## src/rtl/scratch_pad_reader_pkg.sv

```systemverilog
// ============================================================================
//  Module      : scratch_pad_reader_pkg
//  Description : Shared definitions for the scratch pad reader: FSM state
//                encodings and the bit-width helper used to size pointers
//                and counters.
//  Revision    : 1.0 - initial release
// ============================================================================
`default_nettype none

package scratch_pad_reader_pkg;

    // Reader FSM states (2-bit encoding)
    localparam logic [1:0] ST_IDLE  = 2'd0;
    localparam logic [1:0] ST_ISSUE = 2'd1;
    localparam logic [1:0] ST_DRAIN = 2'd2;

    // Number of bits needed to hold the unsigned value 'value' (minimum 1).
    // log2(DEPTH-1) therefore gives the pointer width of a DEPTH-entry buffer.
    function automatic int unsigned log2(input int unsigned value);
        int unsigned bits;
        bits = 1;
        for (int i = 1; i < 32; i++) begin
            if ((value >> i) != 0) begin
                bits = i + 1;
            end
        end
        return bits;
    endfunction

endpackage

`default_nettype wire

```

## src/rtl/stream_fifo.sv

```systemverilog
// ============================================================================
//  Module      : stream_fifo
//  Description : Synchronous FIFO with a registered head word. A write into
//                an empty FIFO lands directly in the head register, so data
//                written at edge R is visible on q in the following cycle.
//  Revision    : 1.0 - initial release
//
//  Ports
//    clk    in   clock, rising edge
//    rst    in   asynchronous active-high reset (flushes the FIFO)
//    wr_en  in   push d
//    d      in   write data
//    rd_en  in   pop the head word (only meaningful while !empty)
//    q      out  head word (registered)
//    count  out  words held, including the head word
//    empty  out  no head word available
// ============================================================================
`default_nettype none

module stream_fifo
    import scratch_pad_reader_pkg::*;
#(
    parameter int WIDTH = 16,
    parameter int DEPTH = 32
) (
    input  logic                      clk,
    input  logic                      rst,
    input  logic                      wr_en,
    input  logic [WIDTH-1:0]          d,
    input  logic                      rd_en,
    output logic [WIDTH-1:0]          q,
    output logic [log2(DEPTH-1):0]    count,
    output logic                      empty
);

    localparam int PTR_W = log2(DEPTH - 1);

    logic [WIDTH-1:0] mem_q [DEPTH];
    logic [PTR_W-1:0] wr_ptr_q;
    logic [PTR_W-1:0] rd_ptr_q;
    logic [PTR_W:0]   mem_cnt_q;
    logic             head_vld_q;
    logic [WIDTH-1:0] head_q;

    logic head_free;
    logic load_mem;
    logic load_d;
    logic mem_wr;

    // The head register refills from the array first; only when the array is
    // empty may the incoming word go straight into the head.
    assign head_free = !head_vld_q || rd_en;
    assign load_mem  = head_free && (mem_cnt_q != '0);
    assign load_d    = head_free && (mem_cnt_q == '0) && wr_en;
    assign mem_wr    = wr_en && !load_d;

    always_ff @(posedge clk) begin
        if (mem_wr) begin
            mem_q[wr_ptr_q] <= d;
        end
    end

    always_ff @(posedge clk or posedge rst) begin
        if (rst) begin
            wr_ptr_q   <= '0;
            rd_ptr_q   <= '0;
            mem_cnt_q  <= '0;
            head_vld_q <= 1'b0;
            head_q     <= '0;
        end else begin
            if (mem_wr) begin
                wr_ptr_q <= wr_ptr_q + PTR_W'(1);
            end
            if (load_mem) begin
                rd_ptr_q <= rd_ptr_q + PTR_W'(1);
            end
            case ({mem_wr, load_mem})
                2'b10:   mem_cnt_q <= mem_cnt_q + (PTR_W+1)'(1);
                2'b01:   mem_cnt_q <= mem_cnt_q - (PTR_W+1)'(1);
                default: mem_cnt_q <= mem_cnt_q;
            endcase
            if (load_mem) begin
                head_q     <= mem_q[rd_ptr_q];
                head_vld_q <= 1'b1;
            end else if (load_d) begin
                head_q     <= d;
                head_vld_q <= 1'b1;
            end else if (head_free) begin
                head_vld_q <= 1'b0;
            end
        end
    end

    assign q     = head_q;
    assign empty = !head_vld_q;
    assign count = mem_cnt_q + {{PTR_W{1'b0}}, head_vld_q};

endmodule

`default_nettype wire

```

## src/rtl/scratch_pad_reader.sv

```systemverilog
// ============================================================================
//  Module      : scratch_pad_reader
//  Description : Streams a contiguous scratch pad address range out on a
//                valid/ready interface. Requests are throttled by a credit
//                scheme so the response FIFO can never overflow, even if the
//                scratch pad ignores sp_stall.
//  Revision    : 1.0 - initial release
//
//  Ports
//    clk, rst            clock / asynchronous active-high reset
//    start, base_addr,   job request (accepted in IDLE only)
//    count
//    busy, done, err     job status; err is sticky until rst
//    sp_rd_en, sp_addr   read request to the scratch pad port
//    sp_full             port cannot take a request this cycle
//    sp_q, sp_valid      in-order read responses
//    sp_stall            advisory response hold request
//    out_data,           output stream
//    out_valid,
//    out_ready
// ============================================================================
`default_nettype none

module scratch_pad_reader
    import scratch_pad_reader_pkg::*;
#(
    parameter int WIDTH       = 16,
    parameter int ADDR_WIDTH  = 12,
    parameter int COUNT_WIDTH = 16,
    parameter int FIFO_DEPTH  = 32
) (
    input  logic                   clk,
    input  logic                   rst,
    input  logic                   start,
    input  logic [ADDR_WIDTH-1:0]  base_addr,
    input  logic [COUNT_WIDTH-1:0] count,
    output logic                   busy,
    output logic                   done,
    output logic                   err,
    output logic                   sp_rd_en,
    output logic [ADDR_WIDTH-1:0]  sp_addr,
    input  logic                   sp_full,
    input  logic [WIDTH-1:0]       sp_q,
    input  logic                   sp_valid,
    output logic                   sp_stall,
    output logic [WIDTH-1:0]       out_data,
    output logic                   out_valid,
    input  logic                   out_ready
);

    localparam int CNT_W = log2(FIFO_DEPTH - 1) + 1;

    logic [1:0]             state_q,  state_d;
    logic [ADDR_WIDTH-1:0]  addr_q,   addr_d;
    logic [COUNT_WIDTH-1:0] remain_q, remain_d;
    logic [CNT_W-1:0]       outst_q,  outst_d;
    logic                   done_q,   done_d;
    logic                   err_q,    err_d;

    logic [CNT_W-1:0]       fifo_count;
    logic                   fifo_empty;
    logic [CNT_W:0]         in_use;
    logic                   credit_ok;
    logic                   issue;
    logic                   resp_accept;
    logic                   pop;

    // Words that will occupy the FIFO once all outstanding responses land.
    assign in_use    = {1'b0, outst_q} + {1'b0, fifo_count};
    assign credit_ok = in_use < (CNT_W+1)'(FIFO_DEPTH);

    assign issue       = (state_q == ST_ISSUE) && (remain_q != '0) && !sp_full && credit_ok;
    assign resp_accept = sp_valid && (outst_q != '0);
    assign pop         = out_valid && out_ready;

    always_comb begin
        state_d  = state_q;
        addr_d   = addr_q;
        remain_d = remain_q;
        done_d   = 1'b0;
        // A response with nothing outstanding is dropped and flagged.
        err_d    = err_q | (sp_valid && (outst_q == '0));

        case ({issue, resp_accept})
            2'b10:   outst_d = outst_q + CNT_W'(1);
            2'b01:   outst_d = outst_q - CNT_W'(1);
            default: outst_d = outst_q;
        endcase

        case (state_q)
            ST_IDLE: begin
                if (start) begin
                    addr_d   = base_addr;
                    remain_d = count;
                    if (count == '0) begin
                        done_d = 1'b1;
                    end else begin
                        state_d = ST_ISSUE;
                    end
                end
            end
            ST_ISSUE: begin
                if (issue) begin
                    addr_d   = addr_q + ADDR_WIDTH'(1);
                    remain_d = remain_q - COUNT_WIDTH'(1);
                    if (remain_q == COUNT_WIDTH'(1)) begin
                        state_d = ST_DRAIN;
                    end
                end
            end
            ST_DRAIN: begin
                // Finish on the edge that pops the final word so done lands
                // in the cycle right after the last stream handshake.
                if ((outst_q == '0) &&
                    (fifo_empty || ((fifo_count == CNT_W'(1)) && pop))) begin
                    state_d = ST_IDLE;
                    done_d  = 1'b1;
                end
            end
            default: begin
                state_d = ST_IDLE;
            end
        endcase
    end

    always_ff @(posedge clk or posedge rst) begin
        if (rst) begin
            state_q  <= ST_IDLE;
            addr_q   <= '0;
            remain_q <= '0;
            outst_q  <= '0;
            done_q   <= 1'b0;
            err_q    <= 1'b0;
        end else begin
            state_q  <= state_d;
            addr_q   <= addr_d;
            remain_q <= remain_d;
            outst_q  <= outst_d;
            done_q   <= done_d;
            err_q    <= err_d;
        end
    end

    stream_fifo #(
        .WIDTH (WIDTH),
        .DEPTH (FIFO_DEPTH)
    ) u_fifo (
        .clk   (clk),
        .rst   (rst),
        .wr_en (resp_accept),
        .d     (sp_q),
        .rd_en (pop),
        .q     (out_data),
        .count (fifo_count),
        .empty (fifo_empty)
    );

    assign busy      = (state_q != ST_IDLE);
    assign done      = done_q;
    assign err       = err_q;
    assign sp_rd_en  = issue;
    assign sp_addr   = addr_q;
    assign sp_stall  = fifo_count >= CNT_W'(FIFO_DEPTH - 2);
    assign out_valid = !fifo_empty;

endmodule

`default_nettype wire
```

## config.mk

```make
export PLATFORM = sky130hd
export DESIGN_NAME = scratch_pad_reader
export DESIGN_NICKNAME = d
export VERILOG_FILES = /design/src/rtl/scratch_pad_reader_pkg.sv /design/src/rtl/stream_fifo.sv /design/src/rtl/scratch_pad_reader.sv
export SDC_FILE = /design/constraint.sdc
export NUM_CORES = 1
export LEC_CHECK = 0
export CORE_ASPECT_RATIO = 1.2
export CORE_MARGIN = 4
export CORE_UTILIZATION = 40
export CTS_BUF_LIST = sky130_fd_sc_hd__clkbuf_8 sky130_fd_sc_hd__clkbuf_16
export DETAILED_ROUTE_END_ITERATION = 16
export GPL_ROUTABILITY_DRIVEN = 0
export PLACE_DENSITY = 0.65
export RECOVER_POWER = 25
export SLEW_MARGIN = 20
export SYNTH_ARGS = -nofsm -noshare
export SYNTH_HDL_FRONTEND = slang
export SYNTH_HIERARCHICAL = 1
export SYNTH_SLANG_ARGS = --single-unit
```

## constraint.sdc

```tcl
create_clock -name clk -period 4 [get_ports clk]
set_input_delay 0.4 -clock clk [delete_from_list [all_inputs] [get_ports clk]]
set_output_delay 0.4 -clock clk [all_outputs]
set_load 0.05 [all_outputs]
```

After elaboration in Yosys (flattened, before gate mapping)
Memory sizes are Yosys's and may differ from the RTL's.
Cells that the tools add are included.
{ "totals": {"register_bits": 71, "ramBits": 512, "input_bits": 50, "output_inout_bits": 34, "n_memories": 1} }
{ "op_classes": {"n_addsub": 10, "n_lt_le_gt_ge": 2, "n_eq_ne": 13, "n_mux": 25, "n_bitwise": 1, "n_reduce_logical": 32} }
{ "memory_table": {"columns": ["name", "depth", "width", "rd", "rd_ports_with_merged_regs", "wr", "line_no", "rtl"], "rows": [
  ["u_fifo.mem_q", 32, 16, 1, 0, 1, "stream_fifo.sv:38", "logic [WIDTH-1:0] mem_q [DEPTH];"]
]} }
{ "ops": {"columns": ["cell", "count"], "rows": [
  ["16-bit two-way mux", 4],
  ["16-bit case mux with 2 select lines", 1],
  ["12-bit two-way mux", 2],
  ["12-bit case mux with 2 select lines", 1],
  ["6-bit case mux with 2 select lines", 2],
  ["16-bit by 1-bit == test with 1-bit output, second input constant", 1],
  ["16-bit logical NOT", 1],
  ["16-bit nonzero test", 1],
  ["16-bit by 1-bit subtractor with 16-bit output, second input constant", 1],
  ["12-bit by 1-bit adder with 12-bit output, second input constant", 1],
  ["6-bit by 1-bit adder with 6-bit output, second input constant", 2],
  ["1-bit logical AND", 12],
  ["6-bit logical NOT", 2],
  ["6-bit nonzero test", 2],
  ["6-bit by 1-bit subtractor with 6-bit output, second input constant", 2],
  ["5-bit by 1-bit adder with 5-bit output, second input constant", 2],
  ["2-bit two-way mux", 5],
  ["2-bit nonzero test", 5],
  ["1-bit two-way mux", 8],
  ["2-bit inequality test, second input constant", 4],
  ["6-bit by 6-bit adder with 7-bit output", 1],
  ["7-bit by 6-bit less-than comparator with 1-bit output, second input constant", 1],
  ["6-bit by 1-bit adder with 6-bit output", 1],
  ["2-bit by 1-bit == test with 1-bit output, second input constant", 3],
  ["other kinds (13)", 18]
]} }

Longest topological paths before layout
Gate-level depths: netlist (run 1).
{ "depth": {"depth_word": 8, "depth_mapped": 18, "ltp_nobuf": 17} }

Cells and area by module
The synthesis (run 1) kept the hierarchy.
{ "modules_own_cells": {"columns": ["mod", "n_inst", "cells_per_inst", "area_each_um2", "seq_area_each_um2"], "rows": [
  ["stream_fifo", 1, 1039, 21420.5, 16200.5],
  ["scratch_pad_reader", 1, 309, 2539.9, 950.9]
]} }

Worst setup path after synthesis (run 1)
No wires, ideal clock.
{ "synth_timing": {"kind": "register to register", "startpoint": "reg u_fifo.mem_cnt_q[2]", "endpoint": "reg outst_q[5]", "arrival_ns": 3.836, "required_time_ns": 3.877, "path_slack_ns": 0.041, "path_stages_with_launch": 19, "synth_period_minus_slack_ns": 3.959, "path_cell_list": "dfrtp_1 > clkbuf_1 > and2_1 > nand2_1 > nor2_1 > xor2_1 > ha_1 > nor4_1 > nand3_1 > a31oi_1 > nand2_1 > ha_1 > ha_1 > a21oi_1 > o21ai_0 > o21ai_0 > a21oi_1 > or3b_2 > xnor2_1"} }
{ "synth_via": {"elab_chain_len": 6} }
{ "synth_lines": {"columns": ["element", "line_no", "rtl"], "rows": [
  ["start: declaration", "stream_fifo.sv:41", "logic [PTR_W:0] mem_cnt_q;"],
  ["start signal: assignment", "stream_fifo.sv:78", "2'b10: mem_cnt_q <= mem_cnt_q + (PTR_W+1)'(1);"],
  ["start signal: assignment", "stream_fifo.sv:79", "2'b01: mem_cnt_q <= mem_cnt_q - (PTR_W+1)'(1);"],
  ["start signal: assignment", "stream_fifo.sv:80", "default: mem_cnt_q <= mem_cnt_q;"],
  ["6-bit by 1-bit adder with 6-bit output *", "stream_fifo.sv:96", "assign count = mem_cnt_q + {{PTR_W{1'b0}}, head_vld_q};"],
  ["named net fifo_count[5]", "scratch_pad_reader.sv:60", "logic [CNT_W-1:0] fifo_count;"],
  ["6-bit by 6-bit adder with 7-bit output *", "scratch_pad_reader.sv:69", "assign in_use = {1'b0, outst_q} + {1'b0, fifo_count};"],
  ["7-bit by 6-bit less-than comparator with 1-bit output *", "scratch_pad_reader.sv:70", "assign credit_ok = in_use < (CNT_W+1)'(FIFO_DEPTH);"],
  ["1-bit logical AND *", "scratch_pad_reader.sv:72", "assign issue = (state_q == ST_ISSUE) && (remain_q != '0) && !sp_full && credit_ok;"],
  ["2-bit by 1-bit == test with 1-bit output or 2-bit == test (tied branches)", "scratch_pad_reader.sv:84", "case ({issue, resp_accept})"],
  ["6-bit case mux with 2 select lines or 2-bit nonzero test (tied branches)", null, null],
  ["end signal: assignment", "scratch_pad_reader.sv:138", "outst_q <= outst_d;"],
  ["end: declaration", "scratch_pad_reader.sv:56", "logic [CNT_W-1:0] outst_q, outst_d;"]
]} }
Mark *: on every way through the listed nets, which the timed path passes. The rest lies on a longest branch.
A chain may end at the register's enable or synchronous reset.

Worst setup path after layout (run 1)
{ "layout_timing": {"startpoint": "reg u_fifo.head_vld_q", "endpoint": "reg outst_q[5]"} }
{ "layout_via": {"elab_chain_len": 6} }
{ "layout_lines": {"columns": ["element", "line_no", "rtl"], "rows": [
  ["start: declaration", "stream_fifo.sv:42", "logic head_vld_q;"],
  ["start signal: assignment", "stream_fifo.sv:68", "head_vld_q <= 1'b0;"],
  ["start signal: assignment", "stream_fifo.sv:84", "head_vld_q <= 1'b1;"],
  ["start signal: assignment", "stream_fifo.sv:87", "head_vld_q <= 1'b1;"],
  ["6-bit by 1-bit adder with 6-bit output *", "stream_fifo.sv:96", null],
  ["named net fifo_count[5]", "scratch_pad_reader.sv:60", null],
  ["6-bit by 6-bit adder with 7-bit output *", "scratch_pad_reader.sv:69", null],
  ["7-bit by 6-bit less-than comparator with 1-bit output *", "scratch_pad_reader.sv:70", null],
  ["1-bit logical AND *", "scratch_pad_reader.sv:72", null],
  ["2-bit by 1-bit == test with 1-bit output or 2-bit == test (tied branches)", "scratch_pad_reader.sv:84", null],
  ["6-bit case mux with 2 select lines or 2-bit nonzero test (tied branches)", null, null]
]} }
Marks and branches as above.

==> flow_metrics.tcl, run 1 <==
set metrics [dict create \
    pre_cts_slack_ps 134.5 \
    post_cts.resized_instances 0 \
    post-cts-setup-buffer-count 0 \
    clkTransAtPathRegs_ps 60 \
    iteration_0_drc_count_of_the_detailed_router 1187 \
    cts_inserted_buffers 57 \
    netlist_area_um2 23960 \
    cts_tree "done" \
    setup-violations-final 0 \
    antenna_cells_inserted 0 \
    yosysWarnings 6 \
    crit_required_ps 4480 \
    number_of_antenna_violations_at_the_first_check_in_global_routing 0 \
    finalCritPeriodShare_pct 92.61 \
    die_y_um 276.1 \
    synth_enable_flop_cells 512 \
    clockRootBuffer "sky130_fd_sc_hd__clkbuf_16" \
    hold_path_class "input pin to async pin" \
    post_drt_wl_per_cell_um 23.31 \
    htreeDepth 2 \
    yosysSeqAreaShare_pct 71.58 \
    violations "max-capacitance violations, max-slew violations" \
    mostFrequentLayoutCell "sky130_fd_sc_hd__edfxtp_1" \
    first_global_vias 13200 \
    power.ir.vdd_worst_uv 434.0 \
    p_leak_nw 9.438 \
    grt_start_max_net_pins 64 \
    nNetsFinal 1564 \
    postRouteWirelength_um 54500 \
    avgViaCountPerCell 5.557 \
    io-pin-count 84 \
    sink_count 583 \
    clock_path_buffers 3 \
    finalHoldViolations 0 \
    drt_first_pass_iters 6 \
    slew_headroom_pct -25.42 \
    fin_skew_ps 15.17 \
    drive_above_1_share_pct 18.86 \
    stdcell_area_um2 27860 \
    timing.critical_path.cells "ha_2 > nand2_1 > nor2_1 > xor2_1 > ha_1 > nor4_2 > nand3_1 > a31oi_2 > nand2_1 > ha_2 > ha_1 > a21oi_2 > o21ai_1 > o21ai_1 > a21oi_1 > or3b_2 > xnor2_1" \
    synthDistinctLibCells 67 \
    placement.cell_area_um2 25950 \
    critical-path-slowest-cell "sky130_fd_sc_hd__or3b_2" \
    synth_largest_type_area_fraction_pct 64.17 \
    post-dp-hpwl_um 32990 \
    cap_viol_max_count 10 \
    worst-endpoint-arrival_ps 4180 \
    netlist_instances 1348 \
    fin_setup_tns_ps 0 \
    slowest_delay_ps 460 \
    core_um2 59470 \
    power.density_cell_area_nw_per_um2 720.3 \
    reg2reg_setup_slack_ps 300 \
    insertion_delay_ps 600 \
    commonest_non_fill_non_tap_cells_in_the_layout "512 x sky130_fd_sc_hd__edfxtp_1, 90 x sky130_fd_sc_hd__mux4_2, 71 x sky130_fd_sc_hd__clkdlybuf4s50_1" \
    detailroute.via_count 12990 \
    synthToLayoutAreaGrowth_pct 16.28 \
    chipWidth_um 231.4 \
    whs_ps 359.1 \
    synth_flop_cell "sky130_fd_sc_hd__edfxtp_1" \
    initial_core_util_pct 40.29 \
    cp_max_fo 5 \
    num_rows 98 \
    drc 0 \
    ant_nets 0 \
    timing_max_transition_violations_final 340 \
    average_cell_area_after_synthesis_um2 17.77 \
    max_freq_mhz 270.0 \
    period_needed_ps 3704 \
    synth_area_leader_cell "sky130_fd_sc_hd__edfxtp_1" \
    cts_hold_buffers 0 \
    ys_seq_elements 583 \
    async_flop_share_pct 12.18 \
    timing.critical_path.from_type "flop" \
    finalWorstSetupSlack_ps 295.7 \
    synthTopCellsByArea "sky130_fd_sc_hd__edfxtp_1 64%, sky130_fd_sc_hd__mux4_2 8.5%, sky130_fd_sc_hd__dfrtp_1 7.4%" \
    worst_setup_path_end_kind "flop" \
    overflow 0 \
    outcome "complete, but fails checks" \
    grt_first_pass_wirelength_um 82490 \
    syn_nets 1422 \
    max_slew.worst_pin.slew_ps 1881 \
    global_route_usage_over_all_layers_pct 16.80 \
    worstSetupPathType "flop to flop" \
    number_of_buffers_added_on_ports 83 \
    die_area_um2 63900 \
]
-- critical path: cells and delay by family, from the launching register on --
family                   cells  cell delay, ps
AO/OA/AOI/OAI                5             690
XOR/XNOR                     2             390
adder cells (fa/ha/maj)      4            1010
flip-flops                   1             370
AND/OR/NAND/NOR              6            1120
-- area by class of cell --
class	instances	area, um^2
inverter	20	75.07
clock buffer	60	1468
multi-input combinational	666	6270
fill	4977	31610
tap	800	1001
clock inverter	47	474.2
timing repair buffer	162	1416
sequential	583	17160
-- sequential cells by signal (all words and copies together) (netlist names), 2 cells and up --
register / count
outst_q: 6
remain_q: 16
sp_addr: 12
state_q: 2
u_fifo/mem_cnt_q: 6
u_fifo/mem_q: 512
u_fifo/q: 16
u_fifo/rd_ptr_q: 5
u_fifo/wr_ptr_q: 5
-- power by group --
group	total [mW]	switching [mW]	internal, mW
logic	6.66	3.87	2.79
registers	7.91	0.612	7.30
clock network	5.50	2.22	3.28
total	20.1	6.69	13.4
-- layer usage --
layer / up-vias / global-route usage (%) / wire (um)
met5: - / 0 / 0
met3: 87 / 2.793 / 3411
met4: 0 / 5.121 / 1595
met2: 433 / 27.42 / 26170
met1: 6717 / 23.31 / 23320
li1: 5756 / - / -
-- final timing paths --
kind                       cells after the start            endpoint               from
max                                           17          outst_q[5]  u_fifo/head_vld_q
max reg2reg                                   17          outst_q[5]  u_fifo/head_vld_q
min                                            2        remain_q[10]                rst
max in group asynchronous                      3  u_fifo/rd_ptr_q[0]                rst
min in group clk                               3          sp_addr[1]       base_addr[1]
min reg2reg                                    2        remain_q[14]       remain_q[14]
-- logic make-up (layout without fill, tap and decap cells) --
| family | count (synthesis) | after routing | synth area share, % |
|---|---|---|---|
| XOR/XNOR | 23 | 23 | 0.8407 |
| buffers and inverters | 99 | 289 | 2.439 |
| AO/OA/AOI/OAI | 232 | 232 | 7.196 |
| flip-flops | 583 | 583 | 71.58 |
| adder cells (fa/ha/maj) | 24 | 24 | 1.285 |
| AND/OR/NAND/NOR | 221 | 221 | 4.611 |
| multiplexers | 166 | 166 | 12.05 |
-- synth_stat cells (3+ instances only) --
master	count
sky130_fd_sc_hd__a2111oi_2	15
sky130_fd_sc_hd__a211oi_1	16
sky130_fd_sc_hd__a21o_1	3
sky130_fd_sc_hd__a21oi_1	50
sky130_fd_sc_hd__a221o_1	15
sky130_fd_sc_hd__a22o_1	30
sky130_fd_sc_hd__a31oi_1	6
sky130_fd_sc_hd__and2_1	4
sky130_fd_sc_hd__buf_12	4
sky130_fd_sc_hd__buf_2	14
sky130_fd_sc_hd__buf_4	13
sky130_fd_sc_hd__buf_6	10
sky130_fd_sc_hd__clkbuf_1	36
sky130_fd_sc_hd__dfrtp_1	71
sky130_fd_sc_hd__edfxtp_1	512
sky130_fd_sc_hd__ha_1	23
sky130_fd_sc_hd__inv_1	20
sky130_fd_sc_hd__mux2i_1	69
sky130_fd_sc_hd__mux4_1	6
sky130_fd_sc_hd__mux4_2	90
sky130_fd_sc_hd__nand2_1	55
sky130_fd_sc_hd__nand2b_1	8
sky130_fd_sc_hd__nand3_1	25
sky130_fd_sc_hd__nand3b_1	4
sky130_fd_sc_hd__nand4_1	5
sky130_fd_sc_hd__nor2_1	55
sky130_fd_sc_hd__nor2b_1	6
sky130_fd_sc_hd__nor3_1	25
sky130_fd_sc_hd__nor3b_1	5
sky130_fd_sc_hd__nor4_1	7
sky130_fd_sc_hd__o21ai_0	34
sky130_fd_sc_hd__o221ai_1	16
sky130_fd_sc_hd__o22ai_1	24
sky130_fd_sc_hd__o32ai_1	3
sky130_fd_sc_hd__or3_1	4
sky130_fd_sc_hd__or3b_2	4
sky130_fd_sc_hd__xnor2_1	11
sky130_fd_sc_hd__xor2_1	12
-- metrics by stage --
stage | util [%] | total power [mW] | cells
finish | 46.85 | 20.07 | 2338
global route | 46.85 | 21.01 | 2338
CTS | 46.91 | 20.19 | 2338
detailed placement | 43.64 | 14.69 | 2231
global placement | 43.64 | 14.55 | 2231
floorplan | - | 12.65 | 1348
(Power assumes the default switching activity.)
==> inputs of run 2 (changes only) <==
--- a/config.mk
+++ b/config.mk
@@ -5,13 +5,13 @@
 export SDC_FILE = /design/constraint.sdc
 export NUM_CORES = 1
 export LEC_CHECK = 0
-export CORE_ASPECT_RATIO = 1.2
+export CORE_ASPECT_RATIO = 1.25
 export CORE_MARGIN = 4
 export CORE_UTILIZATION = 40
 export CTS_BUF_LIST = sky130_fd_sc_hd__clkbuf_8 sky130_fd_sc_hd__clkbuf_16
 export DETAILED_ROUTE_END_ITERATION = 16
 export GPL_ROUTABILITY_DRIVEN = 0
-export PLACE_DENSITY = 0.65
+export PLACE_DENSITY = 0.63
 export RECOVER_POWER = 25
 export SLEW_MARGIN = 20
 export SYNTH_ARGS = -nofsm -noshare
==> constraint.sdc (replaced) <==
create_clock -name clk -period 3.72 [get_ports clk]
set_input_delay 0.372 -clock clk [delete_from_list [all_inputs] [get_ports clk]]
set_output_delay 0.372 -clock clk [all_outputs]
set_load 0.05 [all_outputs]
==> run 2 against run 1 <==
The flow still finishes with violations (max-capacitance violations, max-slew violations). Worst setup slack got worse by 54 ps. Core utilization is 0.15 points lower. Sequential share of layout area rose by 0.24 points. Power up 5.6%. Register-to-register slack got worse by 50 ps. Sequential power rose by 9.5%. Cell count down 1.4%. Routed wire length up 1.6%. Clock skew up 12 ps. Design area is 0.38% lower. First-iteration DRC count shrank 12%. Critical path type unchanged. Largest cell class unchanged. Largest power group unchanged.
==> flow_metrics.tcl, run 2 (synthesized netlist as in run 1, its figures left out) <==
set metrics [dict create \
    outcome "complete, but fails checks" \
    violations "max-capacitance violations, max-slew violations" \
    die_area_um2 63910 \
    rr_startpoint "u_fifo/mem_cnt_q[0]" \
    grt_util_met3_pct 2.926 \
    flip_flop_count_of_the_largest_register_all_copies_and_words_added 512 \
    cts_hold_buffers 0 \
    cp_max_fo 4 \
    postRouteWirelength_um 55370 \
    grt_util_met2_pct 29.51 \
    nFillCells 4979 \
    p_leak_nw 9.413 \
    first_global_vias 13100 \
    clkTransAtPathRegs_ps 70 \
    fin_skew_ps 27.22 \
    internal-power_mw 13.98 \
    cts_tree "done" \
    num_rows 100 \
    max_freq_mhz 287.5 \
    number_of_antenna_violations_at_the_first_check_in_global_routing 1 \
    sink_count 583 \
    part_of_the_total_power_dissipated_in_combinational_logic_pct 34.0 \
    worstSetupPathType "flop to flop" \
    max_slew.worst_pin.slew_ps 1750 \
    number_of_buffers_added_on_ports 83 \
    post-dp-hpwl_um 34420 \
    holdCritStartpoint "base_addr[1]" \
    core_um2 59430 \
    nNetsFinal 1572 \
    post_drt_wl_per_cell_um 24.01 \
    final_cell_count_no_fill 2306 \
    clockRootBuffer "sky130_fd_sc_hd__clkbuf_16" \
    setup-violations-final 0 \
    chipWidth_um 226.9 \
    path_delay_family "simple AND/OR/NAND/NOR gates" \
    insertion_delay_ps 600 \
    die_y_um 281.6 \
    commonest_non_fill_non_tap_cells_in_the_layout "512 x sky130_fd_sc_hd__edfxtp_1, 90 x sky130_fd_sc_hd__mux4_2, 82 x sky130_fd_sc_hd__buf_4" \
    slowest_delay_ps 370 \
    slew_headroom_pct -16.65 \
    seq_power_share_pct 40.8 \
    ant_nets 0 \
    drive_above_1_share_pct 19.68 \
    io-pin-count 84 \
    power_mw 21.19 \
    registers.top_by_ff_count "u_fifo/mem_q" \
    cts_inserted_buffers 54 \
    timing.critical_path.from_type "flop" \
    clock_power_share_pct 25.1 \
    finalHoldViolations 0 \
    numPlacedInstances 2202 \
    iteration_0_drc_count_of_the_detailed_router 1046 \
    drc 0 \
    mostFrequentLayoutCell "sky130_fd_sc_hd__edfxtp_1" \
    timing_max_transition_violations_final 136 \
    power.ir.vdd_worst_uv 391.2 \
    period_needed_ps 3478 \
    routing_layer_with_the_top_usage_in_global_route "met2" \
    met1_usage_in_global_routing_pct 22.92 \
    power.density_cell_area_nw_per_um2 763.6 \
    avgViaCountPerCell 5.601 \
    rsz0062_at_grt "false" \
    htreeDepth 2 \
    crit_buf_inv 0 \
    worst-endpoint-arrival_ps 3940 \
    switching_share_pct 34.02 \
    power_dissipated_by_switching_net_loads_mw 7.210 \
    detailroute.via_count 12920 \
    timing.critical_path.cells "ha_2 > nand2_2 > nor2_2 > xor2_1 > ha_1 > nor4_2 > nand3_1 > a31oi_4 > nand2_2 > ha_4 > ha_1 > a21oi_2 > o21ai_2 > o21ai_2 > a21oi_2 > or3b_4 > xnor2_1" \
    overflow 0 \
    initial_core_util_pct 40.32 \
    global_route_usage_over_all_layers_pct 17.22 \
    clock_path_buffers 3 \
    grt_first_pass_wirelength_um 82340 \
    grt_start_max_net_pins 65 \
    drt_first_pass_iters 5 \
    setup.worst_path.start "u_fifo/mem_cnt_q[0]" \
    finalCritPeriodShare_pct 93.50 \
    crit_required_ps 4180 \
    cap_viol_max_count 4 \
    synthToLayoutAreaGrowth_pct 15.84 \
    hold_path_class "input pin to flop" \
    critical-path-slowest-cell "sky130_fd_sc_hd__or3b_4" \
    worst_setup_path_end_kind "flop" \
]
## run 2: cell count changes in the layout (fill, tap and decap cells not counted), moves of 2 or more
cell	delta
sky130_fd_sc_hd__buf_4	+14
sky130_fd_sc_hd__bufinv_16	-6
sky130_fd_sc_hd__clkbuf_1	-5
sky130_fd_sc_hd__clkbuf_16	-2
sky130_fd_sc_hd__clkinv_4	+2
sky130_fd_sc_hd__clkinvlp_4	-2
sky130_fd_sc_hd__dlygate4sd3_1	+2
sky130_fd_sc_hd__ha_4	+2
sky130_fd_sc_hd__nand2_1	-2
sky130_fd_sc_hd__nand2_2	+2
sky130_fd_sc_hd__o21ai_1	-2
sky130_fd_sc_hd__o21ai_2	+2
## run 2: power by group through the flow
stage / sequential (mW) / clock, mW / combinational (mW)
after floorplan: 8.84 / 0 / 4.81
after global placement: 8.75 / 0 / 7.02
after detailed placement: 8.79 / 0 / 7.13
after CTS: 8.66 / 5.45 / 7.18
after global routing: 8.75 / 5.74 / 7.75
final: 8.66 / 5.33 / 7.21
## run 2: final timing paths
kind | end | slack [ps] | cells past startpoint
max | outst_q[5] | 240 | 17
min | sp_addr[1] | 350 | 3
max reg2reg | outst_q[5] | 240 | 17
min reg2reg | err | 470 | 1
max in group asynchronous | u_fifo/wr_ptr_q[3] | 2240 | 3
min in group asynchronous | remain_q[6] | 450 | 2
## run 2: per-stage QoR
step / hold WS (ps) / TNS [ps] / utilization (%) / cell area, um^2 / worst slack (ps)
final: 350.4 / 0 / 46.70 / 27760 / 241.7
after global placement: 450.9 / 0 / 43.70 / 25970 / 39.13
after CTS: 296.8 / 0 / 46.61 / 27700 / 23.58
after floorplan: 470.9 / 0 / - / 23980 / 18.26
after detailed placement: 457.0 / -70.62 / 43.70 / 25970 / -70.62
after global routing: 358.1 / 0 / 46.70 / 27750 / 59.05
## run 2: what timing repair did
| action | in CTS | in global routing |
|---|---|---|
| endpoints found under the setup margin | 1 | 1 |
| resized for setup | 4 | 11 |
| buffers inserted | 2 | 3 |
| pin swaps | 1 | 10 |
## run 2: cell type report
class	instances	area, um^2	share of cell area (%)
Inverter	20	75.07	0.2705
Clock inverter	41	299.0	1.077
Timing Repair Buffer	173	1523	5.486
Multi-Input combinational cell	666	6335	22.82
Tap cell	765	957.2	3.449
Clock buffer	57	1404	5.058
Sequential cell	583	17160	61.83
Antenna cell	1	2.502	0.009016
## run 2: layer usage
| layer | wire length, um | part of all wire (%) |
|---|---|---|
| met4 | 1409 | 2.5 |
| met5 | 0 | 0 |
| met1 | 22970 | 41 |
| met3 | 3174 | 5.7 |
| met2 | 27820 | 50 |
## run 2: worst register-to-register path: cells and delay by family, from the launching register on
| family | cells | cell delay, ps |
|---|---|---|
| flip-flops | 1 | 360 |
| adder cells (fa/ha/maj) | 4 | 940 |
| XOR/XNOR | 2 | 360 |
| AO/OA/AOI/OAI | 5 | 660 |
| AND/OR/NAND/NOR | 6 | 1000 |
==> inputs of run 3 (changes only) <==
--- a/config.mk
+++ b/config.mk
@@ -5,6 +5,7 @@
 export SDC_FILE = /design/constraint.sdc
 export NUM_CORES = 1
 export LEC_CHECK = 0
+export ABC_CLOCK_PERIOD_IN_PS = 4010
 export CORE_ASPECT_RATIO = 1.25
 export CORE_MARGIN = 4
 export CORE_UTILIZATION = 40
==> constraint.sdc (replaced) <==
create_clock -name clk -period 4.01 [get_ports clk]
set_input_delay 0.401 -clock clk [delete_from_list [all_inputs] [get_ports clk]]
set_output_delay 0.401 -clock clk [all_outputs]
set_load 0.05 [all_outputs]
==> run 3 against run 2 <==
The run still ends with max-capacitance violations, max-slew violations left. Clock skew shrank 3.4 ps. Sequential power shrank 8.3%. Core utilization shrank 0.26 points. Critical path depth is the same. Flip-flop and latch count is the same. Clock power shrank 7.1%. Design area shrank 0.55%. Non-clock buffer count shrank 9. Via count grew 0.60%. Worst setup slack gained 46 ps. Clock-buffer cell count shrank 2.
==> flow_metrics.tcl, run 3 (synthesized netlist as in run 1, its figures left out) <==
set metrics [dict create \
    antenna_cells_inserted 0 \
    layout_utilization_pct 46.44 \
    clkTransAtPathRegs_ps 70 \
    commonest_non_fill_non_tap_cells_in_the_layout "512 x sky130_fd_sc_hd__edfxtp_1, 90 x sky130_fd_sc_hd__mux4_2, 71 x sky130_fd_sc_hd__buf_4" \
    flip_flop_count_of_the_largest_register_all_copies_and_words_added 512 \
    period_needed_ps 3723 \
    detailroute.via_count 12990 \
    fin_skew_ps 23.81 \
    power.ir.vdd_worst_uv 410.5 \
    part_of_the_total_power_dissipated_in_combinational_logic_pct 33.7 \
    finalHoldViolations 0 \
    avgViaCountPerCell 5.657 \
    chipWidth_um 226.9 \
    ant_nets 0 \
    synthToLayoutAreaGrowth_pct 15.20 \
    cp_max_fo 5 \
    registers.top_by_ff_count "u_fifo/mem_q" \
    cts_tree "done" \
    nNetsFinal 1563 \
    drt_first_pass_iters 7 \
    worst-endpoint-arrival_ps 4210 \
    drive_above_1_share_pct 18.60 \
    stdcell_area_um2 27600 \
    postRouteWirelength_um 55230 \
    worst_setup_path_end_kind "flop" \
    post-cts-setup-buffer-count 0 \
    internal-power_mw 12.74 \
    max_freq_mhz 268.6 \
    final_cell_count_no_fill 2297 \
    drc 0 \
    first_global_vias 13090 \
    cts_hold_buffers 0 \
    grt_first_pass_wirelength_um 82970 \
    placement.cell_area_um2 25890 \
    seq_power_share_pct 40.8 \
    cts_inserted_buffers 54 \
    hold_path_class "input pin to async pin" \
    outcome "complete, but fails checks" \
    power_dissipated_by_switching_net_loads_mw 6.713 \
    cap_viol_max_count 10 \
    number_of_buffers_added_on_ports 83 \
    die_y_um 281.6 \
    reg2reg_depth 17 \
    slew_headroom_pct -23.64 \
    numPlacedInstances 2198 \
    whs_ps 277.5 \
    clock_path_buffers 3 \
    initial_core_util_pct 40.32 \
    global_route_usage_over_all_layers_pct 17.29 \
    post-dp-hpwl_um 33710 \
    timing_max_transition_violations_final 340 \
    power_mw 19.45 \
    htreeDepth 2 \
    max_slew.worst_pin.slew_ps 1855 \
    rsz0062_at_grt "false" \
    post_drt_wl_per_cell_um 24.04 \
    sink_count 583 \
    timing.critical_path.from_type "flop" \
    iteration_0_drc_count_of_the_detailed_router 1161 \
    mostFrequentLayoutCell "sky130_fd_sc_hd__edfxtp_1" \
    finalCritPeriodShare_pct 92.84 \
    number_of_antenna_violations_at_the_first_check_in_global_routing 0 \
    insertion_delay_ps 610 \
    rr_startpoint "u_fifo/head_vld_q" \
    core_um2 59430 \
    io-pin-count 84 \
    worstSetupPathType "flop to flop" \
    post_cts.resized_instances 0 \
    finalWorstSetupSlack_ps 287.3 \
    violations "max-capacitance violations, max-slew violations" \
    p_leak_nw 9.299 \
    crit_required_ps 4500 \
    die_area_um2 63910 \
    power.density_cell_area_nw_per_um2 704.8 \
    num_rows 100 \
    overflow 0 \
    switching_share_pct 34.51 \
    pre_cts_slack_ps 141.6 \
    setup-violations-final 0 \
    worstReg2RegEnd "outst_q[5]" \
    grt_start_max_net_pins 64 \
    reg2reg_setup_slack_ps 290 \
    clockRootBuffer "sky130_fd_sc_hd__clkbuf_16" \
    clock_power_share_pct 25.4 \
    fin_setup_tns_ps 0 \
]
-- run 3: changes by cell type in the layout (fill, tap and decap cells not counted), moves of 3 or more --
cell,change
sky130_fd_sc_hd__inv_1,-5
sky130_fd_sc_hd__clkbuf_1,+4
sky130_fd_sc_hd__buf_4,-11
sky130_fd_sc_hd__ha_1,+3
sky130_fd_sc_hd__clkinvlp_4,+6
-- run 3: cell type report --
type / count / area (um^2)
Fill cell: 4982 / 31830
Sequential cell: 583 / 17160
Multi-Input combinational cell: 666 / 6272
Timing Repair Buffer: 164 / 1415
Clock buffer: 55 / 1376
Tap cell: 765 / 957.2
Clock inverter: 44 / 347.8
Inverter: 20 / 75.07
-- run 3: metal layers --
metal  up-vias  global-route usage [%]  share of wire [%]
met1      6752                   23.46                 42
met3        86                   2.791                5.3
met2       406                   28.97                 49
li1       5750                       -                  -
met5         -                       0                  0
met4         0                   5.294                3.1
-- run 3: power groups by stage --
stage,clock (mW),combinational (mW),sequential (mW)
after floorplan,0,4.42,8.20
after global placement,0,6.48,8.02
after detailed placement,0,6.58,8.06
after CTS,5.07,6.60,7.94
after global routing,5.34,7.06,8.02
final,4.95,6.57,7.94
-- run 3: critical path, stage by stage, from the launching register on --
cell                      delay, ps
sky130_fd_sc_hd__dfrtp_1        370
sky130_fd_sc_hd__ha_1           180
sky130_fd_sc_hd__nand2_1         90
sky130_fd_sc_hd__nor2_1         180
sky130_fd_sc_hd__xor2_2         220
sky130_fd_sc_hd__ha_1           270
sky130_fd_sc_hd__nor4_2         200
sky130_fd_sc_hd__nand3_1        110
sky130_fd_sc_hd__a31oi_2        170
sky130_fd_sc_hd__nand2_1        110
sky130_fd_sc_hd__ha_1           270
sky130_fd_sc_hd__ha_1           310
sky130_fd_sc_hd__a21oi_2        160
sky130_fd_sc_hd__o21ai_1        100
sky130_fd_sc_hd__o21ai_1        160
sky130_fd_sc_hd__a21oi_1         80
sky130_fd_sc_hd__or3b_2         460
sky130_fd_sc_hd__xnor2_1        140
-- run 3: worst max-delay path by stage --
stage	startpoint	end	slack (ps)	cells after the start
after detailed placement	u_fifo/head_vld_q	outst_q[5]	140	17
final	u_fifo/head_vld_q	outst_q[5]	290	17
after floorplan	u_fifo/mem_cnt_q[2]	outst_q[5]	50	18
after global routing	u_fifo/head_vld_q	outst_q[5]	20	17
after global placement	u_fifo/head_vld_q	outst_q[5]	190	17
after CTS	u_fifo/head_vld_q	outst_q[5]	100	17
